==> src/rtl/health_alarm_manager.sv <==
// health_alarm_manager: debounces four detector flags into confirmed events,
// latches them as pending alarms, and presents them one at a time, in
// priority order, to the alert/display stage. Also drives a buzzer and keeps
// saturating event statistics.
//
// Handshake: alarmValid/alarmCode describe one alarm; alarmCode is stable for
// as long as alarmValid is high. The consumer raises alarmAck while
// alarmValid is high, and the alarm is retired on that rising edge.
// alarmValid then drops for the holdoff period. alarmAck has no effect while
// alarmValid is low.
module health_alarm_manager #(
    parameter int DEBOUNCE_CYCLES = 4,
    parameter int HOLDOFF_CYCLES  = 8,
    parameter int COUNT_WIDTH     = 8
) (
    input  logic                   clk,
    input  logic                   rstN,
    input  logic                   presureAbnormality,
    input  logic                   bloodAbnormality,
    input  logic                   fallDetected,
    input  logic                   temperatureAbnormality,
    input  logic                   alarmAck,
    output logic                   alarmValid,
    output logic [1:0]             alarmCode,
    output logic [3:0]             pendingMask,
    output logic                   buzzer,
    output logic [COUNT_WIDTH-1:0] fallCount,
    output logic [COUNT_WIDTH-1:0] totalEvents
);

    localparam logic [3:0] DebMax   = 4'(DEBOUNCE_CYCLES);
    localparam logic [3:0] DebLast  = 4'(DEBOUNCE_CYCLES - 1);
    localparam logic [7:0] HoldLast = 8'(HOLDOFF_CYCLES - 1);
    localparam int         SumWidth = COUNT_WIDTH + 1;
    localparam logic [COUNT_WIDTH-1:0] CountMax = '1;

    // State is kept in a named enum so checkers can bind to it directly.
    typedef enum logic [1:0] {
        IDLE    = 2'd0,
        ALERT   = 2'd1,
        HOLDOFF = 2'd2
    } stateT;

    stateT              state;
    stateT              stateNext;
    logic [7:0]         holdCnt;
    logic [7:0]         holdCntNext;
    logic [1:0]         codeNext;
    logic [1:0]         topCode;
    logic [3:0]         flags;
    logic [3:0]         confirm;
    logic [3:0]         ackClear;
    logic [2:0]         confirmCount;
    logic [SumWidth-1:0] totalSum;

    // Channel bits share the pendingMask ordering: {fall, pressure, blood, temp}.
    assign flags = {fallDetected, presureAbnormality, bloodAbnormality, temperatureAbnormality};

    for (genvar ch = 0; ch < 4; ch++) begin : gDebounce
        logic [3:0] debCnt;

        // Count consecutive high samples, holding at the threshold so a
        // flag that stays high confirms only once.
        always_ff @(posedge clk or negedge rstN) begin
            if (!rstN) begin
                debCnt <= '0;
            end else if (!flags[ch]) begin
                debCnt <= '0;
            end else if (debCnt != DebMax) begin
                debCnt <= debCnt + 4'd1;
            end
        end

        assign confirm[ch] = flags[ch] && (debCnt == DebLast);
    end

    // Highest-priority pending channel: fall > pressure > blood > temp.
    always_comb begin
        topCode = 2'b11;
        if (pendingMask[3]) begin
            topCode = 2'b00;
        end else if (pendingMask[2]) begin
            topCode = 2'b01;
        end else if (pendingMask[1]) begin
            topCode = 2'b10;
        end
    end

    // One-hot clear of the presented channel on an accepted acknowledge.
    always_comb begin
        ackClear = '0;
        if (state == ALERT && alarmAck) begin
            ackClear[2'd3 - alarmCode] = 1'b1;
        end
    end

    // Pending latch; a confirm on the same edge as a clear keeps the bit set.
    always_ff @(posedge clk or negedge rstN) begin
        if (!rstN) begin
            pendingMask <= '0;
        end else begin
            pendingMask <= (pendingMask & ~ackClear) | confirm;
        end
    end

    // State, holdoff counter and latched code registers.
    always_ff @(posedge clk or negedge rstN) begin
        if (!rstN) begin
            state     <= IDLE;
            holdCnt   <= '0;
            alarmCode <= '0;
        end else begin
            state     <= stateNext;
            holdCnt   <= holdCntNext;
            alarmCode <= codeNext;
        end
    end

    // Next-state logic: present, wait for acknowledge, then hold off.
    always_comb begin
        stateNext   = state;
        holdCntNext = holdCnt;
        codeNext    = alarmCode;
        case (state)
            IDLE: begin
                if (pendingMask != 4'b0000) begin
                    stateNext = ALERT;
                    codeNext  = topCode;
                end
            end
            ALERT: begin
                if (alarmAck) begin
                    stateNext   = HOLDOFF;
                    holdCntNext = '0;
                end
            end
            HOLDOFF: begin
                if (holdCnt == HoldLast) begin
                    stateNext = IDLE;
                end else begin
                    holdCntNext = holdCnt + 8'd1;
                end
            end
            default: begin
                stateNext = IDLE;
            end
        endcase
    end

    // Valid follows the state register, so asserting reset drops it at once.
    assign alarmValid = (state == ALERT);
    assign buzzer     = |pendingMask;

    assign confirmCount = 3'(confirm[0]) + 3'(confirm[1]) + 3'(confirm[2]) + 3'(confirm[3]);
    assign totalSum     = {1'b0, totalEvents} + SumWidth'(confirmCount);

    // Saturating statistics counters.
    always_ff @(posedge clk or negedge rstN) begin
        if (!rstN) begin
            fallCount   <= '0;
            totalEvents <= '0;
        end else begin
            if (confirm[3] && fallCount != CountMax) begin
                fallCount <= fallCount + COUNT_WIDTH'(1);
            end
            if (totalSum > {1'b0, CountMax}) begin
                totalEvents <= CountMax;
            end else begin
                totalEvents <= totalSum[COUNT_WIDTH-1:0];
            end
        end
    end

endmodule
==> config.mk <==
export PLATFORM = sky130hd
export DESIGN_NAME = health_alarm_manager
export DESIGN_NICKNAME = d
export VERILOG_FILES = /design/src/rtl/health_alarm_manager.sv
export SDC_FILE = /design/constraint.sdc
export NUM_CORES = 1
export LEC_CHECK = 0
export CORE_ASPECT_RATIO = 1.75
export CORE_MARGIN = 2
export CORE_UTILIZATION = 46
export CTS_CLUSTER_SIZE = 10
export DETAILED_ROUTE_END_ITERATION = 8
export PLACE_DENSITY = 0.65
export SETUP_SLACK_MARGIN = 0.15
export SYNTH_ARGS = -nofsm -noshare
export SYNTH_HDL_FRONTEND = slang
export SYNTH_SLANG_ARGS = --single-unit
==> constraint.sdc <==
create_clock -name clk -period 6.09 [get_ports clk]
set_clock_uncertainty 0.15 [all_clocks]
set_input_delay 0.609 -clock clk [delete_from_list [all_inputs] [get_ports clk]]
set_output_delay 0.609 -clock clk [all_outputs]
set_load 0.03 [all_outputs]
Yosys cells after proc, flatten, opt, wreduce, memory -nomap -nowiden
Index checks and enable logic that the tools add are counted.
{ "word_totals": {"elab_cells": 83, "register_bits": 48, "inputBits": 7, "out_inout_bits": 24} }
{ "op_classes": {"n_addsub": 11, "mux": 22, "order_cmp": 3, "bitwise": 3, "n_reduce_logical": 14, "eq_ne": 20} }
{ "ops": {"columns": ["op", "count"], "rows": [
  ["$mux 4", 9],
  ["$mux 8", 3],
  ["$add 4x1->4 const B", 4],
  ["$add 8x1->8 const B", 2],
  ["$eq 4x2->1 const B", 4],
  ["$ne 4x3->1 const B", 4],
  ["$pmux 8 s2", 1],
  ["$mux 2", 5],
  ["$add 8x3->9", 1],
  ["$gt 9x8->1 const B", 1],
  ["$eq 8x3->1 const B", 1],
  ["$ne 2x1->1 const B", 4],
  ["$ne 2x2->1 const B", 4],
  ["$ne 8x8->1 const B", 1],
  ["$logic_and 1x1->1", 7],
  ["$pmux 2 s3", 1],
  ["$reduce_and 3->1", 2],
  ["$and 4x4->4", 1],
  ["$not 4->4", 1],
  ["$or 4x4->4", 1],
  ["$reduce_bool 4->1", 1],
  ["$reduce_or 4->1", 1],
  ["$add 2x1->3", 1],
  ["$add 3x1->3", 1],
  ["11 further kinds", 12]
]} }

Logic depth before layout (Yosys ltp)
{ "depth": {"ltp_word": 9, "ltp_mapped": 9, "depth_no_buf": 9} }

Least setup slack after synthesis
OpenSTA, ideal clock, no wires.
{ "synth_path": {"path_type": "input port to flip-flop", "start": "input port presureAbnormality", "end": "register totalEvents[1]", "required_time_ps": 5868, "path_buffers": 0, "setup_time_ps": 72, "arrival_ps": 2385, "setup_slack_ps": 3484, "cell_stages": 8, "cell_sequence": "nand4bb_1 > fa_1 > fa_1 > inv_1 > fa_1 > and3_1 > nand3_1 > nand2b_1"} }
{ "synth_between": {"elab_chain_len": 6} }
{ "synth_rtl": {"columns": ["element", "line", "rtl"], "rows": [
  ["start, declared", "18", "input logic presureAbnormality,"],
  ["$logic_and 1x1->1 (*)", "74", "assign confirm[ch] = flags[ch] && (debCnt == DebLast);"],
  ["$add 2x1->3 (*)", "154", "assign confirmCount = 3'(confirm[0]) + 3'(confirm[1]) + 3'(confirm[2]) + 3'(confirm[3]);"],
  ["$add 3x1->3 (*)", "154", null],
  ["$add 8x3->9 (*)", "155", "assign totalSum = {1'b0, totalEvents} + SumWidth'(confirmCount);"],
  ["$gt 9x8->1", "166", "if (totalSum > {1'b0, CountMax}) begin"],
  ["$mux 8 (*)", "166", null],
  ["end signal, assigned", "167", "totalEvents <= CountMax;"],
  ["end signal, assigned", "169", "totalEvents <= totalSum[COUNT_WIDTH-1:0];"],
  ["end, declared", "28", "output logic [COUNT_WIDTH-1:0] totalEvents"]
]} }
Every way passes the cells marked *; elsewhere a longest branch is shown, timed or not.
A chain may end at the register's enable or synchronous reset.

Final worst setup path
Same ends and word-level chain as after synthesis.

==> results.json <==
{
  "status": "complete, but fails checks",
  "violations": "design-rule violations",
  "cts_buffer_depth": 2,
  "pin_count": 31,
  "grt_antenna_before_repair": 0,
  "cts_sinks": 48,
  "final_common_cell": "dfrtp_1",
  "maxCapViolCount": 0,
  "clkTransAtPathRegs_ns": 0.09,
  "postCtsSetupRepairBufs": 0,
  "leakage_uw": 0.00133,
  "path_delay_family": "adder cells",
  "hold_viol_final": 0,
  "die_area_mm2": 0.00590,
  "coreArea_mm2": 0.00517,
  "setup-violations-final": 0,
  "synth.top_cell.area_share": 0.494,
  "slew_violations": 0,
  "io_buffers": 30,
  "grt_pass1_vias": 1701,
  "gr-total-overflow": 0,
  "pwr_density_cell_mw_per_mm2": 372,
  "yosys-top-cells-area": "dfrtp_1, ha_1, xnor2_1",
  "drt-vias-per-instance": 5.37,
  "dp.final_hpwl_um": 3080,
  "worstPathMaxFanout": 6,
  "ant_nets": 0,
  "routabilityCongestion": 0.762,
  "die_x_um": 58.9,
  "reg2reg_to": "totalEvents[1]",
  "hold-worst-slack_ns": 0.236,
  "fmax_mhz": 328,
  "clk_latency_ns": 0.30,
  "reg2regPathDepth": 9,
  "ys_seq_area_frac": 0.494,
  "cts_tree": "done",
  "relSlewSlack": 0.591,
  "worst_path_largest_cell_delay_ns": 0.53,
  "syn_area_mm2": 0.00243,
  "worstPathCellList": "clkdlybuf4s50_1, nand4bb_1, fa_1, fa_1, inv_1, fa_1, and3_1, nand3_1, nand2b_1",
  "tns_ns": 0,
  "hp-class": "in -> async",
  "via_count": 1718,
  "ys_warn_count": 0,
  "start_util": 0.470,
  "yosys.area.top_type": "dfrtp_1",
  "cts_hold_buf": 0,
  "cp-end-kind": "register",
  "crit_cells": 9,
  "startpoint": "presureAbnormality",
  "drive_above_1_share": 0.0566,
  "r2r_setup_slack_ns": 3.29,
  "syn-num-nets": 249,
  "wire_per_inst_um": 13.2,
  "final_util": 0.556,
  "synth.avg_cell_area_um2": 10.7,
  "worst_path_most_repeated_cell": "fa_1",
  "crit_buf_inv": 2,
  "wirelength_um": 4230,
  "synthToLayoutAreaGrowth_pct": 18.3,
  "diodes": 0,
  "yosys_register_bits": 48,
  "drc": 2,
  "crit_type": "in -> reg",
  "layout_common_cells": "dfrtp_1, clkdlybuf4s50_1, nand2_1",
  "cp_slowest_cell": "clkdlybuf4s50_1",
  "post_cts_resized": 0,
  "min_period_ns": 3.05,
  "synth_cell_types": 40,
  "grt_max_degree": 49,
  "reg2reg_from": "gDebounce[2].debCnt[0]",
  "fin_crit_sh": 0.501,
  "drtIter0Drc": 73,
  "finalPower_uw": 1070,
  "grt_pass1_wl_um": 7490,
  "start_kind": "input pin",
  "dr.pass1.iters": 6,
  "fillers": 483,
  "synth_cells": 228,
  "max-vdd-ir-drop_mv": 0.217,
  "worstPathRequired_ns": 6.17,
  "cts_made_buffers": 5,
  "ctsHtreeMaxLevel": 2,
  "rsz0062_at_grt": "no",
  "rows": 35,
  "grt_use_total": 0.162,
  "die_y_um": 100,
  "critical_path_arrival_ns": 3.13,
  "tightest_slew_ns": 0.614,
  "cts-root-buf": "clkbuf_8",
  "nets": 286
}
==> flip-flops by register name (all words and copies together) (netlist names) <==
signal            flops
holdCnt               8
alarmCode             2
state                 2
pendingMask           4
gDebounce.debCnt     16
fallCount             8
totalEvents           8
==> cell type report <==
class,count,area [um2],share of cell area
clock buffer,6,72.6,0.0252
clock inverter,1,5.00,0.00174
inverter,16,60.1,0.0209
multi-input combinational,163,1160,0.405
sequential,48,1200,0.418
tap,55,68.8,0.0239
timing repair buffer,31,303,0.105
==> power breakdown <==
group          switching, uW  internal [uW]  leakage [uW]
Combinational            232            187      0.000659
Clock                    101           78.3     0.0000410
Sequential              78.9            392      0.000626
==> worst max path at each step <==
stage	end	slack (ns)
finish	totalEvents[1]	3.04
global route	totalEvents[4]	2.81
CTS	totalEvents[4]	3.00
detailed placement	totalEvents[1]	2.69
global placement	totalEvents[1]	2.76
floorplan	totalEvents[1]	3.48
==> cells in the mapped netlist (all sizes together) <==
library cell  number
a31oi              4
inv               16
ha                11
nor2b             10
and3b              1
o41a               1
a22oi              1
nand3             13
nand2             20
xor2               6
o31ai              2
a211oi             1
o2111ai            1
nor2               6
nand4              3
or2                2
nand3b             4
and4               1
clkbuf             1
mux2               2
xnor2             11
nor3               7
a21oi             13
nand4b             1
and3               4
o21ai             10
mux2i              5
or3                4
fa                 3
and2               5
nand4bb            4
dfrtp             48
and4b              1
nand2b             6
==> worst register-to-register path, delay by kind of cell (launching register included) <==
kind          cells  cell delay [ns]
fa+ha+maj         4             1.40
buf+inv           1             0.08
flops             1             0.41
simple gates      4             0.69
==> per-layer routing <==
| metal | vias to the layer above | wire [um] | track usage |
|---|---|---|---|
| met3 | 6 | 152 | 0.0258 |
| met4 | 0 | 75 | 0.0629 |
| met5 | - | 0 | 0 |
| met1 | 821 | 1870 | 0.206 |
| met2 | 30 | 2130 | 0.271 |
| li1 | 861 | - | - |
==> per-stage QoR <==
stage / std cells / setup slack [ns] / area, um2
floorplan: 228 / 3.48 / 2430
global placement: 313 / 2.76 / 2800
detailed placement: 313 / 2.69 / 2800
CTS: 320 / 3.00 / 2880
global route: 320 / 2.81 / 2880
finish: 320 / 3.04 / 2880
==> kinds of logic after synthesis <==
family | count (synthesis) | share of synthesized area
XOR/XNOR | 17 | 0.0613
adder cells (fa/ha/maj) | 14 | 0.0814
flip-flops | 48 | 0.494
AND/OR/NAND/NOR | 92 | 0.225
buffers and inverters | 17 | 0.0263
AO/OA/AOI/OAI | 33 | 0.0819
multiplexers | 7 | 0.0299
No activity file was read; power rests on OpenSTA's default activity.
==> edit (same settings) <==
Encoding of `stateT`: now one-hot (3 bits for 3 states).
--- a/src/rtl/health_alarm_manager.sv
+++ b/src/rtl/health_alarm_manager.sv
@@ -35,10 +35,10 @@
     localparam logic [COUNT_WIDTH-1:0] CountMax = '1;
 
     // State is kept in a named enum so checkers can bind to it directly.
-    typedef enum logic [1:0] {
-        IDLE    = 2'd0,
-        ALERT   = 2'd1,
-        HOLDOFF = 2'd2
+    typedef enum logic [2:0] {
+        IDLE    = 3'b001,
+        ALERT   = 3'b010,
+        HOLDOFF = 3'b100
     } stateT;
 
     stateT              state;
Check against the original RTL: same outputs for any inputs over 10 cycles, from zero or initial values and one cycle with rstN low; not proved beyond that.
==> edit against the original RTL <==
Setup slack better by 0.0088 ns. Wire length is 8.1% higher. Cell area is 7.8% higher. Area after synthesis is 5.9% higher. Sequential cell count is 1 higher. Power is 13% higher. Cell count is 12% higher. Critical path type unchanged.
==> edit: results (changes against the original RTL) <==
| Metric | Value |
|---|---|
| Worst vdd ir | 0.234 mV (+7.9%) |
| Synth area leaders | dfrtp_1, ha_1, xnor2_1 |
| Post-DP HPWL | 3.40 mm (+10%) |
| Setup WS pre-CTS | 2.72 ns (+0.0299 ns) |
| GRT Util Overall | 16.6% (+0.43 points) |
| Via count | 1869 (+8.8%) |
| DRT iter0 DRCs | 83 (+14%) |
| Most instantiated cells after synthesis | dfrtp_1, inv_1, nand2_1 |
| GPL Wtd Cong | 0.726 (-4.7%) |
| First-pass GRT wire length | 7.82 mm (+4.4%) |
| Placed Cells incl. Taps | 351 (+12%) |
| Status | completed |
| Share of layout cells above drive strength 1 | 8.48% (+2.8 points) |
| Pin count of the biggest net entering global routing | 50 (+2.0%) |
| # DRC | 0 (-2) |
| DR WL met3 | 146 um (-3.9%) |
| Slew headroom | 59.1% (about the same) |
| Fin cells | 359 (+12%) |
| Pleak | 1.38 nW (+4.1%) |
| Detailed Route WL | 4.57 mm (+8.1%) |
| Post-synthesis cell type count | 43 (+7.5%) |
| DR pass1 iterations | 4 (-2) |
| Warnings from Yosys | 0 (unchanged) |
| CP arrival | 3.08 ns (-0.05 ns) |
| Nets | 303 (+5.9%) |
| Worst-path maximum fanout | 5 (-1) |
| Port bufs | 30 (unchanged) |
| Top reg by flops | gDebounce.debCnt |
| Synthesized net count | 267 (+7.2%) |
| Part of the Yosys area used for sequential elements | 47.7% (-1.7 points) |
| Metal2 WL | 2.33 mm (+9.4%) |
## edit: cell types whose count changed after synthesis, sizes merged, moves of 3 or more
cell and delta:
a21oi -4, inv +4, mux2 +3, nand2 -4, nand3b +3, nor2 +7
nor3b +3, o21ai +3, o31ai +3, or3 -4, xor2 -3
## edit: worst max-delay path, cell delays in order
cell	delay, ns
clkdlybuf4s50_1	0.53
nand3_1	0.15
fa_1	0.52
fa_1	0.45
nor2b_1	0.18
o2111ai_1	0.17
nor2_1	0.14
mux2_2	0.34
## edit: final cells by class
class                   instances  area [um2]
clock buffers                   5        68.8
clock inverters                 3        68.8
fillers                       506        2400
inverters                      20        75.1
multi-input cells             175        1260
flip-flops and latches         49        1230
well taps                      76        95.1
repair buffers                 31         303
## edit: where the power goes
group | switching (W) | internal (W) | total [W]
Sequential | 0.000101 | 0.000404 | 0.000506
Combinational | 0.000230 | 0.000193 | 0.000422
Clock | 0.000114 | 0.000165 | 0.000279
## edit: per-stage QoR
step           area, um2  total power (W)
6_report            3100          0.00121
2_1_floorplan       2570         0.000774
3_5_place_dp        2960         0.000939
5_1_grt             3100          0.00129
4_1_cts             3100          0.00122
3_3_place_gp        2960         0.000932
## edit: routing by layer
layer,vias up,GRT usage (%)
li1,934,-
met1,901,19.9
met2,27,28.7
met3,7,3.51
met4,0,6.52
met5,-,0
## edit: final timing paths
| kind | startpoint | to | slack (ns) | depth (start not counted) |
|---|---|---|---|---|
| worst min-delay path | rstN | gDebounce[2].debCnt[0]$_DFFE_PN0P_ | 0.24 | 2 |
| worst min register to register | holdCnt[2]$_DFFE_PN0P_ | holdCnt[2]$_DFFE_PN0P_ | 0.36 | 1 |
| min in group clk | holdCnt[2]$_DFFE_PN0P_ | holdCnt[2]$_DFFE_PN0P_ | 0.36 | 1 |
| worst max-delay path | temperatureAbnormality | totalEvents[7]$_DFF_PN0_ | 3.05 | 8 |
| worst max register to register | gDebounce[2].debCnt[1]$_DFFE_PN0P_ | totalEvents[7]$_DFF_PN0_ | 3.27 | 8 |
| max in group asynchronous | rstN | gDebounce[2].debCnt[1]$_DFFE_PN0P_ | 5.14 | 2 |
## edit: kinds of logic (layout without fill, tap and decap cells)
kind of cell,count (synthesis),count (layout),share of synthesized area [%]
AO/OA/AOI/OAI,46,46,12.3
XOR/XNOR,14,14,4.77
adder cells (fa/ha/maj),14,14,7.68
buffers and inverters,22,59,3.26
flip-flops,49,49,47.7
multiplexers,9,9,3.75
AND/OR/NAND/NOR,92,92,20.6
